## config.mk

```make
export PLATFORM = sky130hd
export DESIGN_NAME = window_mean_flat
export DESIGN_NICKNAME = d
export VERILOG_FILES = /design/src/rtl/window_mean_pkg.sv /design/src/rtl/window_mean_if.sv /design/src/rtl/window_mean_seq_divider.sv /design/src/rtl/window_mean.sv /design/src/flat_wrapper.sv
export SDC_FILE = /design/constraint.sdc
export NUM_CORES = 1
export LEC_CHECK = 0
export ABC_CLOCK_PERIOD_IN_PS = 4500
export CORE_AREA = 2 2 116 174
export CTS_BUF_LIST = sky130_fd_sc_hd__clkbuf_8
export CTS_CLUSTER_SIZE = 10
export DETAILED_ROUTE_END_ITERATION = 7
export DIE_AREA = 0 0 118 176
export PLACE_DENSITY = 0.75
export SYNTH_ARGS = -nofsm -noshare
export SYNTH_HDL_FRONTEND = slang
export SYNTH_SLANG_ARGS = --single-unit
```

## constraint.sdc

```tcl
create_clock -name clk -period 4.5 [get_ports clk]
set_input_delay 0.9 -clock clk [delete_from_list [all_inputs] [get_ports clk]]
set_output_delay 0.9 -clock clk [all_outputs]
set_load 0.01 [all_outputs]
```

## src/rtl/window_mean_pkg.sv

```systemverilog
// Shared types and helpers for the window_mean engine.
package window_mean_pkg;

  // Sequential divider control states.
  typedef enum logic [1:0] {
    IDLE = 2'd0,
    RUN  = 2'd1,
    DONE = 2'd2
  } div_state_t;

  // Ceiling log2, used to size the divider iteration counter.
  function automatic int clog2(input int value);
    int result;
    result = 0;
    for (int i = 0; i < 31; i++) begin
      if ((1 << i) < value) begin
        result = i + 1;
      end else begin
        result = result;
      end
    end
    return result;
  endfunction

endpackage

```

## src/rtl/window_mean_if.sv

```systemverilog
// Sample-in / mean-out bus of the window_mean engine.
// master: sample source and result sink; slave: the engine itself.
interface window_mean_if #(
  parameter int DATA_W = 12,
  parameter int LEN_W  = 16
);
  localparam int ACC_W = DATA_W + LEN_W;

  logic [LEN_W-1:0]  win_len;
  logic              in_valid;
  logic              in_ready;
  logic [DATA_W-1:0] in_data;
  logic              mean_valid;
  logic [DATA_W-1:0] mean;
  logic [ACC_W-1:0]  mean_sum;
  logic              busy;

  modport master (
    output win_len, in_valid, in_data,
    input  in_ready, mean_valid, mean, mean_sum, busy
  );

  modport slave (
    input  win_len, in_valid, in_data,
    output in_ready, mean_valid, mean, mean_sum, busy
  );
endinterface

```

## src/rtl/window_mean_seq_divider.sv

```systemverilog
// Restoring unsigned divider: one quotient bit per cycle, DIVIDEND_W cycles
// in RUN, then a single DONE cycle in which quotient_o is final.
module seq_divider
  import window_mean_pkg::*;
#(
  parameter int DIVIDEND_W = 16,
  parameter int DIVISOR_W  = 4
) (
  input  logic                  clk,
  input  logic                  rst_n,
  input  logic                  abort_i,
  input  logic                  start_i,
  input  logic [DIVIDEND_W-1:0] dividend_i,
  input  logic [DIVISOR_W-1:0]  divisor_i,
  output logic                  busy_o,
  output logic                  done_o,
  output logic [DIVIDEND_W-1:0] quotient_o
);
  localparam int ITER_W = (clog2(DIVIDEND_W) < 1) ? 1 : clog2(DIVIDEND_W);

  div_state_t            state_q, state_d;
  logic [ITER_W-1:0]     iter_q, iter_d;
  logic [DIVISOR_W-1:0]  rem_q, rem_d;
  logic [DIVISOR_W-1:0]  dvs_q, dvs_d;
  logic [DIVIDEND_W-1:0] quo_q, quo_d;
  logic [DIVISOR_W:0]    rem_shift_s;
  logic [DIVISOR_W:0]    diff_s;

  assign rem_shift_s = {rem_q, quo_q[DIVIDEND_W-1]};
  assign diff_s      = rem_shift_s - {1'b0, dvs_q};
  assign busy_o      = (state_q != IDLE);
  assign done_o      = (state_q == DONE);
  assign quotient_o  = quo_q;

  // Next state and one restoring step; the dividend shifts out of quo_q as quotient bits shift in.
  always_comb begin
    state_d = state_q;
    iter_d  = iter_q;
    rem_d   = rem_q;
    dvs_d   = dvs_q;
    quo_d   = quo_q;
    if (abort_i) begin
      state_d = IDLE;
    end else begin
      case (state_q)
        IDLE: begin
          if (start_i) begin
            state_d = RUN;
            iter_d  = '0;
            rem_d   = '0;
            quo_d   = dividend_i;
            dvs_d   = divisor_i;
          end else begin
            state_d = IDLE;
          end
        end
        RUN: begin
          if (!diff_s[DIVISOR_W]) begin
            rem_d = diff_s[DIVISOR_W-1:0];
            quo_d = {quo_q[DIVIDEND_W-2:0], 1'b1};
          end else begin
            rem_d = rem_shift_s[DIVISOR_W-1:0];
            quo_d = {quo_q[DIVIDEND_W-2:0], 1'b0};
          end
          if (iter_q == ITER_W'(DIVIDEND_W - 1)) begin
            state_d = DONE;
          end else begin
            iter_d = iter_q + ITER_W'(1);
          end
        end
        DONE:    state_d = IDLE;
        default: state_d = IDLE;
      endcase
    end
  end

  // State and datapath registers.
  always_ff @(posedge clk or negedge rst_n) begin
    if (!rst_n) begin
      state_q <= IDLE;
      iter_q  <= '0;
      rem_q   <= '0;
      dvs_q   <= '0;
      quo_q   <= '0;
    end else begin
      state_q <= state_d;
      iter_q  <= iter_d;
      rem_q   <= rem_d;
      dvs_q   <= dvs_d;
      quo_q   <= quo_d;
    end
  end

endmodule

```

## src/rtl/window_mean.sv

```systemverilog
// Windowed-mean engine: sums win_len samples, divides by the count, emits
// one mean (and the raw sum) per window.
// Build option WINDOW_MEAN_ROUND_EN: round-half-up instead of truncation.
module window_mean
  import window_mean_pkg::*;
#(
  parameter int DATA_W = 12,
  parameter int LEN_W  = 16
) (
  input logic           clk,
  input logic           rst_n,
  input logic           clear,
  window_mean_if.slave  bus
);
  localparam int ACC_W = DATA_W + LEN_W;

  logic [ACC_W-1:0]  acc_q, acc_d;
  logic [LEN_W-1:0]  cnt_q, cnt_d;
  logic [LEN_W-1:0]  len_q, len_d;
  logic [ACC_W-1:0]  sum_pend_q, sum_pend_d;
  logic              mean_valid_q, mean_valid_d;
  logic [DATA_W-1:0] mean_q, mean_d;
  logic [ACC_W-1:0]  mean_sum_q, mean_sum_d;

  logic [LEN_W-1:0]  win_len_eff_s;
  logic [LEN_W-1:0]  len_cur_s;
  logic              completes_s;
  logic              in_ready_s;
  logic              accept_s;
  logic              start_s;
  logic [ACC_W-1:0]  sum_next_s;
  logic [ACC_W-1:0]  dividend_s;
  logic              div_busy_s;
  logic              div_done_s;
  logic [ACC_W-1:0]  quotient_s;

  // A zero window length behaves as a window of one; the latched length applies once a window is open.
  assign win_len_eff_s = (bus.win_len == '0) ? LEN_W'(1) : bus.win_len;
  assign len_cur_s     = (cnt_q == '0) ? win_len_eff_s : len_q;
  assign completes_s   = (({1'b0, cnt_q} + (LEN_W + 1)'(1)) == {1'b0, len_cur_s});
  // Stall only the sample that would need the divider while it is still occupied.
  assign in_ready_s    = !(div_busy_s && completes_s);
  assign accept_s      = bus.in_valid && in_ready_s && !clear;
  assign start_s       = accept_s && completes_s;
  assign sum_next_s    = acc_q + ACC_W'(bus.in_data);

`ifdef WINDOW_MEAN_ROUND_EN
  logic [ACC_W:0] dividend_wide_s;
  assign dividend_wide_s = {1'b0, sum_next_s} + (ACC_W + 1)'(len_cur_s >> 1);
  assign dividend_s      = dividend_wide_s[ACC_W] ? {ACC_W{1'b1}} : dividend_wide_s[ACC_W-1:0];
`else
  assign dividend_s      = sum_next_s;
`endif

  seq_divider #(
    .DIVIDEND_W (ACC_W),
    .DIVISOR_W  (LEN_W)
  ) u_div (
    .clk        (clk),
    .rst_n      (rst_n),
    .abort_i    (clear),
    .start_i    (start_s),
    .dividend_i (dividend_s),
    .divisor_i  (len_cur_s),
    .busy_o     (div_busy_s),
    .done_o     (div_done_s),
    .quotient_o (quotient_s)
  );

  assign bus.in_ready   = in_ready_s;
  assign bus.busy       = div_busy_s;
  assign bus.mean_valid = mean_valid_q;
  assign bus.mean       = mean_q;
  assign bus.mean_sum   = mean_sum_q;

  // Accumulator, window counter, hand-off and result capture.
  always_comb begin
    acc_d        = acc_q;
    cnt_d        = cnt_q;
    len_d        = len_q;
    sum_pend_d   = sum_pend_q;
    mean_valid_d = 1'b0;
    mean_d       = mean_q;
    mean_sum_d   = mean_sum_q;
    if (clear) begin
      acc_d = '0;
      cnt_d = '0;
    end else begin
      if (div_done_s) begin
        mean_valid_d = 1'b1;
        mean_sum_d   = sum_pend_q;
        mean_d       = (quotient_s[ACC_W-1:DATA_W] != '0) ? {DATA_W{1'b1}}
                                                         : quotient_s[DATA_W-1:0];
      end else begin
        mean_valid_d = 1'b0;
      end
      if (accept_s) begin
        if (cnt_q == '0) begin
          len_d = win_len_eff_s;
        end else begin
          len_d = len_q;
        end
        if (completes_s) begin
          acc_d      = '0;
          cnt_d      = '0;
          sum_pend_d = sum_next_s;
        end else begin
          acc_d = sum_next_s;
          cnt_d = cnt_q + LEN_W'(1);
        end
      end else begin
        acc_d = acc_q;
      end
    end
  end

  // Engine registers.
  always_ff @(posedge clk or negedge rst_n) begin
    if (!rst_n) begin
      acc_q        <= '0;
      cnt_q        <= '0;
      len_q        <= '0;
      sum_pend_q   <= '0;
      mean_valid_q <= 1'b0;
      mean_q       <= '0;
      mean_sum_q   <= '0;
    end else begin
      acc_q        <= acc_d;
      cnt_q        <= cnt_d;
      len_q        <= len_d;
      sum_pend_q   <= sum_pend_d;
      mean_valid_q <= mean_valid_d;
      mean_q       <= mean_d;
      mean_sum_q   <= mean_sum_d;
    end
  end

endmodule

```

## src/flat_wrapper.sv

```systemverilog
// flat-port wrapper written by rule: the top's interface ports become plain ports
module window_mean_flat import window_mean_pkg::*;
#(
  parameter int DATA_W = 12,
  parameter int LEN_W  = 16
)
  (clk, rst_n, clear, bus_win_len, bus_in_valid, bus_in_data, bus_in_ready, bus_mean_valid, bus_mean, bus_mean_sum, bus_busy);
  window_mean_if #(.DATA_W(DATA_W), .LEN_W(LEN_W)) bus_i ();
  input logic clk;
  input logic rst_n;
  input logic clear;
  input wire logic [$bits(bus_i.win_len)-1:0] bus_win_len;
  input wire logic [$bits(bus_i.in_valid)-1:0] bus_in_valid;
  input wire logic [$bits(bus_i.in_data)-1:0] bus_in_data;
  output wire logic [$bits(bus_i.in_ready)-1:0] bus_in_ready;
  output wire logic [$bits(bus_i.mean_valid)-1:0] bus_mean_valid;
  output wire logic [$bits(bus_i.mean)-1:0] bus_mean;
  output wire logic [$bits(bus_i.mean_sum)-1:0] bus_mean_sum;
  output wire logic [$bits(bus_i.busy)-1:0] bus_busy;
  assign bus_i.win_len = bus_win_len;
  assign bus_i.in_valid = bus_in_valid;
  assign bus_i.in_data = bus_in_data;
  assign bus_in_ready = bus_i.in_ready;
  assign bus_mean_valid = bus_i.mean_valid;
  assign bus_mean = bus_i.mean;
  assign bus_mean_sum = bus_i.mean_sum;
  assign bus_busy = bus_i.busy;
  window_mean #(.DATA_W(DATA_W), .LEN_W(LEN_W)) u_core (.clk(clk), .rst_n(rst_n), .clear(clear), .bus(bus_i));
endmodule
```

==> impl_metrics.toml, run 1 <==
[run_status]
status = "completed"

[yosys]
synth-main-ff-cell = "dfrtp_1"
async_flop_share_pct = 100
netlist_instances = 1008
synth_top_area_share_pct = 46.9
yosysSeqAreaShare_pct = 46.9
syn_area_per_cell_um2 = 10.4
synth_area_um2 = 10400
synthesis.nets = 1073
ys_warn_count = 0
netlist.top_cell.by_area = "dfrtp_1"
synth-edff-count = 0
synth_area_leaders = "dfrtp_1, o21ai_0, mux2i_1"
ys_ff_latch = 196
synth.distinct_cells = 66

[sta]
slew-limit-headroom_pct = 30.7
setup-violations-final = 0
worst_slew_pin_slew_ps = 1030
max_freq_ghz = 0.246
timing.hold.ws_ps = 485
drv_slew = 0
clock_skew_ps = 16.6
fin_crit_sh_pct = 90.2
hold_viol_final = 0
rsz0062_at_grt = "no"
tns_ps = 0
min_period_ps = 4060

[cells_and_area]
nFillCells = 1604
nets = 1131
area_growth_pct = 14.2
final_util_pct = 62.3
final_common_cell = "dfrtp_1"
layout_common_cells = "dfrtp_1, o21ai_0, nand2_1"
layoutNonFillerInstCount = 1335
diodes = 0
drive_above_1_share_pct = 11.3

[global_route]
grt_use_total_pct = 23.5
grt_pass1_wl_um = 39100
grt_max_degree = 102
grt_pass1_vias = 7723
overflow = 0
grt_antenna_before_repair = 1

[clock_tree]
worstSkewPairLatency_ps = 490
clock-sinks = 196
cts_buffers = 17
cts_buffer_depth = 2
root_buffer = "clkbuf_8"
h-tree-depth = 4
ctsHoldBuffers = 0
cts.reportedPaths.clkPinSlew_ps = 100
cts_tree = "done"

[placement]
portBuffers = 74
dp_cells = 1301
post-dp-hpwl_um = 16500
gp_congestion = 0.923

[pwr]
p_leak_nw = 5.37
finalPower_w = 0.00350
max-vdd-ir-drop_mv = 0.217
powerDensity_nw_per_um2 = 293

[worst_setup_path]
crit_type = "flip-flop to primary output"
endpoint_kind = "primary output"
rrSetupSlack_ps = 640
crit_required_ps = 3600
cp.arrival_ps = 3160
cp-start-kind = "flip-flop"
cp_max_fo = 17

[detailed_routing]
via_per_inst = 5.79
vias = 7726
routed_wl_um = 23000
dr.pass1.iters = 5
dr.first_iter.drc_count = 459
drtAntennaViolNets = 0
drc = 0
wl_per_cell_um = 17.2

[floorplanning]
dieArea_um2 = 20800
start_util_pct = 54.5
boundaryPins = 75
die_width_um = 118
fp-row-count = 62
core_area_um2 = 19200
die_y_um = 176

[job]
maxCapViolations = 0

[min_path]
hp-class = "flip-flop to flip-flop"
==> worst paths after layout <==
check	from	to	depth (start not counted)
min reg2reg	u_core.sum_pend_q[12]	u_core.sum_pend_q[12]	2
max	u_core.cnt_q[8]	bus_in_ready	9
max in group asynchronous	rst_n	u_core.sum_pend_q[2]	2
max reg2reg	u_core.u_div.dvs_q[0]	u_core.u_div.rem_q[1]	12
min	u_core.sum_pend_q[12]	u_core.sum_pend_q[12]	2
min in group asynchronous	rst_n	u_core.bus.mean_sum[0]	1
==> metal layers <==
layer | track usage, % | vias to the layer above | share of wire [%]
met5 | 0 | - | 0.057
met4 | 10.3 | 2 | 3.4
met3 | 3.88 | 49 | 2.8
met2 | 41.1 | 137 | 51
met1 | 28.6 | 3792 | 42
li1 | - | 3746 | -
==> cell usage after synthesis (all sizes together), types with 3 or more instances <==
cell type	number
a22o	13
or2	4
nand2b	10
o21ai	115
ha	31
a21oi	29
nor4b	4
a211oi	34
o21a	8
inv	29
mux2i	48
dfrtp	196
clkbuf	32
and3	11
nor2	42
nor3	19
nand2	94
mux2	63
xnor2	44
and4	6
nor4	13
xor2	13
nor2b	9
a2111oi	3
buf	24
nand4	6
a21o	18
and2	6
o22a	12
o31ai	4
nand3	37
==> kinds of logic (layout without fill, tap and decap cells) <==
family                     Yosys count  in the layout  share of synthesized area (%)
AOI/OAI and AO/OA                  256            256                           15.5
xor gates and xnor gates            60             60                           5.44
adders and majority gates           33             33                           4.10
buffers and inverters               85            156                           3.54
DFF                                196            196                           46.9
muxes                              111            111                           11.5
and+or+nand+nor                    267            267                           12.9
==> registers in the layout, summed over array words and instances (netlist names), 2 cells and up <==
signal and count:
u_core.acc_q 28, u_core.bus.mean_sum 28, u_core.sum_pend_q 28, u_core.u_div.quotient_o 28
u_core.cnt_q 16, u_core.len_q 16, u_core.u_div.dvs_q 16, u_core.u_div.rem_q 16
u_core.bus.mean 12, u_core.u_div.iter_q 5, u_core.u_div.state_q 2
==> layout make-up <==
type                       count  area (um^2)  share of cell area (%)
multi-input combinational    727         5250                    44.0
sequential                   196         4900                    41.1
timing repair buffer          95          967                    8.11
tap                          256          320                    2.69
clock buffer                  17          234                    1.96
clock inverter                15          143                    1.20
inverter                      29          109                   0.913
==> power breakdown <==
| part | switching (W) | internal (W) |
|---|---|---|
| clock network | 0.000683 | 0.000409 |
| logic | 0.000306 | 0.000232 |
| registers | 0.0000433 | 0.00182 |
==> metrics by stage <==
| step | setup WS [ps] | instance area (um^2) |
|---|---|---|
| 6_report | 441 | 11900 |
| 5_1_grt | 283 | 11900 |
| 4_1_cts | 7.85 | 11900 |
| 3_5_place_dp | 405 | 11500 |
| 3_3_place_gp | 433 | 11500 |
| 2_1_floorplan | 853 | 10400 |
==> critical path, stage by stage (launching register included) <==
cell and delay (ps):
dfrtp_1 480, nor4_2 360, nand4_1 200, buf_12 210, mux2i_4 190, xor3_1 350, or3_4 440, nor2_2 130
nand4_1 110, dlymetal6s2s_1 190
==> timing repair <==
| action | CTS | global route |
|---|---|---|
| pin swaps | 0 | 0 |
| endpoints found under the hold margin | 0 | 0 |
| resized for setup | 3 | 8 |
| endpoints found under the setup margin | 1 | 1 |
| setup buffers | 0 | 2 |
| cloned | 0 | 0 |
(Power assumes the default switching activity.)
==> run 2, diff against run 1 <==
--- a/config.mk
+++ b/config.mk
@@ -12,6 +12,7 @@
 export DETAILED_ROUTE_END_ITERATION = 7
 export DIE_AREA = 0 0 118 176
 export PLACE_DENSITY = 0.75
+export SLEW_MARGIN = 10
 export SYNTH_ARGS = -nofsm -noshare
 export SYNTH_HDL_FRONTEND = slang
 export SYNTH_SLANG_ARGS = --single-unit
==> results of run 2 <==
No change in the layout: final DEF, timing and power equal those of run 1.
==> run 3, diff against run 2 <==
--- a/config.mk
+++ b/config.mk
@@ -11,7 +11,7 @@
 export CTS_CLUSTER_SIZE = 10
 export DETAILED_ROUTE_END_ITERATION = 7
 export DIE_AREA = 0 0 118 176
-export PLACE_DENSITY = 0.75
+export PLACE_DENSITY_LB_ADDON = 0.12
 export SLEW_MARGIN = 10
 export SYNTH_ARGS = -nofsm -noshare
 export SYNTH_HDL_FRONTEND = slang
==> run 3 against run 2 <==
  * Critical path depth rose by 2
  * Via count up 0.65%
  * Cell area rose by 0.19%
  * Largest power group unchanged
  * Hold slack unchanged
  * Setup slack lost 71 ps
  * Die area did not move
==> impl_metrics.toml, run 3 (synthesized netlist as in run 1, its figures left out) <==
[cells_and_area]
diodes = 0
drive_above_1_share_pct = 10.9
layoutNonFillerInstCount = 1335
area_growth_pct = 14.4
final_common_cell = "dfrtp_1"
nFillCells = 1628
nets = 1131
layout_common_cells = "dfrtp_1, o21ai_0, nand2_1"

[min_path]
hp-class = "flip-flop to flip-flop"
whs_path_depth = 2

[floorplanning]
boundaryPins = 75
dieArea_um2 = 20800
core_area_um2 = 19200
start_util_pct = 54.5
fp-row-count = 62
die_y_um = 176
die_width_um = 118

[clock_tree]
worstSkewPairLatency_ps = 470
h-tree-depth = 4
clock-sinks = 196
cts_tree = "done"
root_buffer = "clkbuf_8"
cts_buffers = 17
cts_buffer_depth = 2
ctsHoldBuffers = 0
cts.reportedPaths.clkPinSlew_ps = 90

[pwr]
powerDensity_nw_per_um2 = 307
max-vdd-ir-drop_mv = 0.234
comb_power_share_pct = 14.5
p_leak_nw = 5.37
p_switching_w = 0.000962
clock_power_share_pct = 34.6
switching_share_pct = 26.2
internal_power_w = 0.00270
seqPwrFrac_pct = 50.9

[worst_setup_path]
endpoint_kind = "primary output"
crit_required_ps = 3600
path_cells = "inv_1 > ha_1 > nor4b_2 > nand4_1 > buf_12 > mux2i_2 > xor3_1 > or3_4 > nor2_1 > nand4_1 > dlymetal6s2s_1"
path_buf_inv = 3
cp-start-kind = "flip-flop"
rr_worst_depth = 14
cp_num_cells = 11
cp.arrival_ps = 3230
crit_path_frequent_cell = "nand4_1"
cp_max_fo = 17
crit_type = "flip-flop to primary output"
critPathMaxStageDelay_ps = 450
crit_path_top_delay_cell = "or3_4"
crit_family = "simple AND/OR/NAND/NOR gates"

[detailed_routing]
wl_per_cell_um = 18.0
via_per_inst = 5.82
routed_wl_um = 24000
dr.first_iter.drc_count = 372
drc = 0
dr.pass1.iters = 5
drtAntennaViolNets = 0
vias = 7776

[sta]
clock_skew_ps = 12.2
hold_viol_final = 0
setup-violations-final = 0
max_freq_ghz = 0.242
drv_slew = 0
tns_ps = 0
rsz0062_at_grt = "no"
worst_slew_pin_slew_ps = 1020
slew-limit-headroom_pct = 31.8
fin_crit_sh_pct = 91.8
min_period_ps = 4130

[global_route]
grt_max_degree = 109
grt_use_total_pct = 24.3
grt_pass1_wl_um = 40300
grt_use_met3_pct = 3.20
grt.busiest_layer = "met2"
grt_antenna_before_repair = 0
use_met2_pct = 43.9
overflow = 0
grt_pass1_vias = 7882
met1_usage_pct = 29.2

[job]
maxCapViolations = 0

[placement]
dp_cells = 1303
portBuffers = 74
post-dp-hpwl_um = 16900
gp_congestion = 0.883

[run_status]
status = "completed"
## run 3: metrics by stage
stage	setup WS (ps)	total power [W]	hold slack [ps]	cell area, um^2	utilization, %
final	371	0.00367	485	12000	62.4
after global routing	128	0.00383	508	12000	62.4
after CTS	10.8	0.00371	487	11900	62.3
after detailed placement	381	0.00243	465	11500	59.9
after global placement	433	0.00242	460	11500	59.9
after floorplan	853	0.00223	444	10400	-
## run 3: per-layer routing
layer | wire [um] | vias up
met5 | 0 | -
li1 | - | 3741
met3 | 561 | 41
met2 | 12500 | 119
met4 | 700 | 0
met1 | 10200 | 3875
## run 3: what timing repair did
item,CTS,global route
pin swaps,0,1
resized for setup,3,3
buffers inserted,0,0
setup endpoints to repair,1,1
## run 3: cell type report
| type | instances | area, um^2 | share of cell area (%) |
|---|---|---|---|
| Inverter | 29 | 109 | 0.911 |
| Timing Repair Buffer | 95 | 942 | 7.88 |
| Tap cell | 256 | 320 | 2.68 |
| Clock buffer | 20 | 275 | 2.30 |
| Sequential cell | 196 | 4900 | 41.0 |
| Clock inverter | 12 | 178 | 1.49 |
| Multi-Input combinational cell | 727 | 5220 | 43.7 |
## run 3: power groups by stage
| stage | registers [W] | logic [W] | clock network [W] |
|---|---|---|---|
| finish | 0.00187 | 0.000530 | 0.00127 |
| global route | 0.00188 | 0.000587 | 0.00137 |
| CTS | 0.00187 | 0.000536 | 0.00130 |
| detailed placement | 0.00190 | 0.000530 | 0 |
| global placement | 0.00190 | 0.000521 | 0 |
| floorplan | 0.00189 | 0.000344 | 0 |
## run 3: path summary, 6_finish.rpt
check,endpoint,from,slack [ps]
worst min-delay path,u_core.sum_pend_q[16],u_core.sum_pend_q[16],480
min in group asynchronous,u_core.len_q[8],rst_n,510
worst max-delay path,bus_in_ready,u_core.cnt_q[0],370
max in group asynchronous,u_core.bus.mean_sum[18],rst_n,2990
worst max register to register,u_core.u_div.iter_q[3],u_core.cnt_q[0],660
worst min register to register,u_core.sum_pend_q[16],u_core.sum_pend_q[16],480
## run 3: tightest hold or removal path, delay by kind of cell (launching register included)
kind               cells  cell delay [ps]
and+or+nand+nor        1               50
DFF                    1              340
AOI/OAI and AO/OA      1               60
